==> src/rtl/rx_serial_paralelo.sv <==
// Serial-to-parallel receiver: MSB-first bit stream, comma-based byte alignment,
// lock after LOCK_COUNT consecutive aligned commas, then one byte per DATA_W clocks.
module rx_serial_paralelo #(
   parameter int unsigned          DATA_W     = 8,
   parameter logic [DATA_W-1:0]    COMMA      = 8'hBC,
   parameter int unsigned          LOCK_COUNT = 4
) (
   input  logic              clk,
   input  logic              reset_L,
   input  logic              data_in,
   output logic [DATA_W-1:0] data_out,
   output logic              valid_out,
   output logic              byte_strobe,
   output logic              active
);

   localparam int unsigned BCW = (DATA_W > 1) ? $clog2(DATA_W) : 1;
   localparam int unsigned CCW = $clog2(LOCK_COUNT + 1);

   localparam logic [BCW-1:0] BIT_LAST = BCW'(DATA_W - 1);
   localparam logic [CCW-1:0] LOCK_C   = CCW'(LOCK_COUNT);
   localparam logic [CCW-1:0] CNT_ONE  = CCW'(1);

   typedef enum logic [1:0] {
      SEARCH = 2'd0,
      ALIGN  = 2'd1,
      ACTIVE = 2'd2
   } state_t;

   state_t              state_q,     state_d;
   logic [DATA_W-1:0]   sr_q,        sr_d;
   logic [BCW-1:0]      bit_cnt_q,   bit_cnt_d;
   logic [CCW-1:0]      comma_cnt_q, comma_cnt_d;
   logic [DATA_W-1:0]   data_out_q,  data_out_d;
   logic                valid_q,     valid_d;
   logic                strobe_q,    strobe_d;
   logic                active_q,    active_d;

   logic [DATA_W-1:0]   nxt;
   logic                byte_done;
   logic                is_comma;
   logic [BCW-1:0]      bit_cnt_inc;
   logic [CCW-1:0]      comma_cnt_inc;

   always_comb begin
      nxt           = {sr_q[DATA_W-2:0], data_in};
      is_comma      = (nxt == COMMA);
      byte_done     = (bit_cnt_q == BIT_LAST);
      bit_cnt_inc   = byte_done ? '0 : bit_cnt_q + BCW'(1);
      comma_cnt_inc = comma_cnt_q + CNT_ONE;

      sr_d        = nxt;
      state_d     = state_q;
      bit_cnt_d   = bit_cnt_q;
      comma_cnt_d = comma_cnt_q;
      data_out_d  = data_out_q;
      valid_d     = valid_q;
      strobe_d    = 1'b0;
      active_d    = active_q;

      case (state_q)
         SEARCH: begin
            // Sliding window: any comma match sets the byte boundary here.
            bit_cnt_d = '0;
            if (is_comma) begin
               comma_cnt_d = CNT_ONE;
               if (LOCK_COUNT == 1) begin
                  state_d  = ACTIVE;
                  active_d = 1'b1;
               end else begin
                  state_d = ALIGN;
               end
            end
         end

         ALIGN: begin
            bit_cnt_d = bit_cnt_inc;
            if (byte_done) begin
               if (is_comma) begin
                  if (comma_cnt_q != LOCK_C) begin
                     comma_cnt_d = comma_cnt_inc;
                  end
                  if (comma_cnt_inc == LOCK_C) begin
                     state_d  = ACTIVE;
                     active_d = 1'b1;
                  end
               end else begin
                  // A non-comma on the boundary discards all partial lock progress.
                  state_d     = SEARCH;
                  comma_cnt_d = '0;
                  bit_cnt_d   = '0;
               end
            end
         end

         ACTIVE: begin
            bit_cnt_d = bit_cnt_inc;
            if (byte_done) begin
               data_out_d = nxt;
               valid_d    = !is_comma;
               strobe_d   = 1'b1;
            end
         end

         default: begin
            state_d     = SEARCH;
            bit_cnt_d   = '0;
            comma_cnt_d = '0;
         end
      endcase
   end

   always_ff @(posedge clk or negedge reset_L) begin
      if (!reset_L) begin
         state_q     <= SEARCH;
         sr_q        <= '0;
         bit_cnt_q   <= '0;
         comma_cnt_q <= '0;
         data_out_q  <= '0;
         valid_q     <= 1'b0;
         strobe_q    <= 1'b0;
         active_q    <= 1'b0;
      end else begin
         state_q     <= state_d;
         sr_q        <= sr_d;
         bit_cnt_q   <= bit_cnt_d;
         comma_cnt_q <= comma_cnt_d;
         data_out_q  <= data_out_d;
         valid_q     <= valid_d;
         strobe_q    <= strobe_d;
         active_q    <= active_d;
      end
   end

   assign data_out    = data_out_q;
   assign valid_out   = valid_q;
   assign byte_strobe = strobe_q;
   assign active      = active_q;

endmodule

==> config.mk <==
export PLATFORM = sky130hd
export DESIGN_NAME = rx_serial_paralelo
export DESIGN_NICKNAME = d
export VERILOG_FILES = /design/src/rtl/rx_serial_paralelo.sv
export SDC_FILE = /design/constraint.sdc
export NUM_CORES = 1
export LEC_CHECK = 0
export BUFFER_PORTS_ARGS = -buffer_cell sky130_fd_sc_hd__clkbuf_2
export CAP_MARGIN = 20
export CORE_UTILIZATION = 55
export DETAILED_ROUTE_END_ITERATION = 16
export GPL_ROUTABILITY_DRIVEN = 1
export GPL_TIMING_DRIVEN = 0
export PLACE_DENSITY = 0.81
export SLEW_MARGIN = 40
export SYNTH_ARGS = -nofsm -noshare
export SYNTH_HDL_FRONTEND = slang
export SYNTH_SLANG_ARGS = --single-unit
==> constraint.sdc <==
create_clock -name clk -period 2.1 [get_ports clk]
set_clock_uncertainty 0.2 [all_clocks]
set_input_delay 0.105 -clock clk [delete_from_list [all_inputs] [get_ports clk]]
set_output_delay 0.105 -clock clk [all_outputs]
set_load 0.005 [all_outputs]
==> results.md <==
- Largest net degree at the start of global routing: 27
- Arr. time, crit path: around 1.9 ns
- Syn-to-layout area delta: 13.7%
- Critical path peak fanout: 8
- Dpl cells: between 100 and 150
- Final ANT Viol Nets: 0
- DRC violations left: 0
- Via Count: 670
- Final Non-Filler Cells: approximately 130
- Max Slew Vio Count: 0
- Crit path to: state_q[0]$_DFFE_PN0P_
- Delay of the slowest critical-path stage: about 0.37 ns
- Post-synth cell types: 26
- Cell mode on critical path: ha_1
- Placer Congestion: about 0.73
- Fin. Hold Viols: 0
- Initial Util: 0.612
- Avg WL per Cell: ~13 um
- Status: finished clean
- Top Metal Used: met4
- Slew @ Worst Pin: 0.618 ns
- First-pass GRT wire length: 2770 um
- Syn. warnings: 0
- Hold WC Path Type: in -> async
- Met3 wire length: 54 um
- Leakage: between 0.6 and 0.7 nW
- H-tree depth: 1
- Core area: roughly 1800 um2
- DP Area: approximately 1200 um2
- Leading area contributor after synthesis: dfrtp_1
- Die Area: between 2000 and 2500 um2
- PortBufs: 13
- Crit end category: register
- 1st-iter DRT viols: 6
- Relative slew slack: 0.588
- CTS Root Cell: clkbuf_4
- Sinks on Clock Net: 26
- CTS Hold Bufs: 2
- Register area share after synthesis: 0.584
- Flop-to-flop setup slack: between 0.2 and 0.25 ns
- NumNets Final: around 120
- Via density per instance: between 5 and 6
- Post-CTS Setup Inserts: 0
- Clock slew at reported path FFs: 0.13 ns
- WL met1: ~830 um
- Post-Place Worst Slack: 0.229 ns
- Share of the synthesized area in the top cell type: 0.584
- Total power draw: around 1.1 mW
- Worst Path Required: 2.12 ns
- Met2 wire len: between 700 and 800 um
- Final WS setup: 0.220 ns
- Worst reg2reg startpoint: bit_cnt_q[0]$_DFF_PN0_
- Avg Inst Size Synth: between 10 and 15 um2
- Net Count, Synth: 95
- Row count: 15
- Fin area: between 1000 and 1500 um2
- RSZ-0062 raised after global routing: false
- Max_cap viols: 0
- Synthesized area: between 1000 and 1500 um2
- Reg2reg end: state_q[0]$_DFFE_PN0P_
- R2r worst-path depth: 6
- Hold slack: roughly 0.11 ns
- Setup TNS: 0 ns
- CP startpoint kind: register
- Antenna fix cells: 0
- Vias in the first global route: ~640
- Slowest-stage cell, CP: dfrtp_1
- Cells after synthesis: 83
- Launch point of the critical path: bit_cnt_q[0]$_DFF_PN0_
- GRT Resource Usage Total: 0.196
- Tmin final: around 1.9 ns
- Share of layout cells above drive strength 1: 0.314
- Post-cts resize count: 0
- Initial antenna violation count: 0
- Clock Path Buffers: 2
- Total CTS buffers: 3
- Cell Chain, Critical Path: ha_1 > ha_1 > inv_1 > a21oi_2 > o211ai_2 > mux2_4
- Gr ovfl total: 0
- Max IR drop VDD: just under 0.8 mV
- Final period util: 0.895
- DRT Wirelength: around 1700 um
- Setup-failing EPs final: 0
- FF+latch count, synth: 26
- Max frequency: roughly 530 MHz
- Top area cells in the synthesized netlist: dfrtp_1, ha_1, mux2_2
- Clock latency on the worst-skew pair: ~0.32 ns
- Dpl hpwl: 1260 um
- Die height: ~47 um
- Pwr dens: roughly 860 nW/um2
- Io pins: 14
- CP Class: reg -> reg
- CTS tree: done
- Chip width: roughly 47 um
- Util after Layout: 0.696
- Initial DRT Pass Iterations: 2
-- cell type report --
class / instances / area (um2)
clock buffers: 4 / 36.3
repair buffers: 15 / 85.1
inverters: 7 / 26.3
fillers: 146 / 553
flip-flops and latches: 26 / 651
multi-input cells: 50 / 438
well taps: 25 / 31.3
-- Yosys cell counts --
| cell | instances |
|---|---|
| a21oi_1 | 4 |
| a31oi_1 | 3 |
| ha_1 | 9 |
| nor2_1 | 3 |
| inv_1 | 7 |
| mux2_4 | 1 |
| mux2_2 | 8 |
| nand3_2 | 1 |
| nand3_1 | 1 |
| o21ai_0 | 1 |
| a21oi_2 | 1 |
| o2bb2ai_1 | 1 |
| o211ai_2 | 1 |
| nand2b_1 | 1 |
| dfrtp_1 | 26 |
| a21bo_4 | 1 |
| xor2_1 | 1 |
| o211ai_1 | 2 |
| and2_0 | 1 |
| and3_1 | 1 |
| and4bb_2 | 1 |
| nand2_1 | 4 |
| and2_1 | 1 |
| and4b_1 | 1 |
| a31o_2 | 1 |
| a2bb2oi_1 | 1 |
-- cells in the final DEF (no fill, tap or decap), types with 2 or more instances in the layout --
cell,count
dlygate4sd3_1,2
nand2_1,4
o211ai_1,2
clkbuf_4,3
nor2_1,3
dfrtp_1,26
a21oi_1,4
a31oi_1,3
ha_1,9
mux2_2,8
clkbuf_2,13
inv_1,7
-- critical path, delay by kind of cell (launching register included) --
kind                       cells  cell delay [ns]
muxes                          1             0.31
DFF                            1             0.37
buffers and inverters          1             0.08
AOI/OAI and AO/OA              2             0.47
adders and majority gates      2             0.35
-- worst min path at each step --
stage                  from                          to  slack (ns)
floorplan           reset_L          active$_DFFE_PN0P_       -0.39
global placement    reset_L  comma_cnt_q[1]$_DFFE_PN0P_       -0.06
detailed placement  reset_L       byte_strobe$_DFF_PN0_       -0.06
CTS                 reset_L  comma_cnt_q[2]$_DFFE_PN0P_        0.12
global route        reset_L       byte_strobe$_DFF_PN0_        0.16
finish              reset_L  comma_cnt_q[2]$_DFFE_PN0P_        0.11
-- registers in the layout, summed over array words and instances (netlist names) --
| signal | cells |
|---|---|
| sr_q | 7 |
| valid_out | 1 |
| data_out | 8 |
| comma_cnt_q | 3 |
| active | 1 |
| byte_strobe | 1 |
| bit_cnt_q | 3 |
| state_q | 2 |
-- per-layer routing --
metal,vias to the layer above,global-route usage
met1,326,0.234
met3,4,0.0692
met5,-,0
met4,0,0.120
met2,12,0.306
li1,328,-
-- report_power, final --
| part | internal (mW) | total (mW) | switching [mW] |
|---|---|---|---|
| sequential | 0.544 | 0.576 | 0.0323 |
| clock | 0.106 | 0.242 | 0.136 |
| combinational | 0.130 | 0.272 | 0.142 |
| total | 0.780 | 1.09 | 0.310 |
-- kinds of logic after synthesis --
group / after synthesis / share of synthesized area
compound gates: 16 / 0.110
xor+xnor: 1 / 0.00786
fa+ha+maj: 9 / 0.101
buf+inv: 7 / 0.0236
flops: 26 / 0.584
mux: 9 / 0.0943
simple gates: 15 / 0.0797
Power figures use the tool's default switching activity.
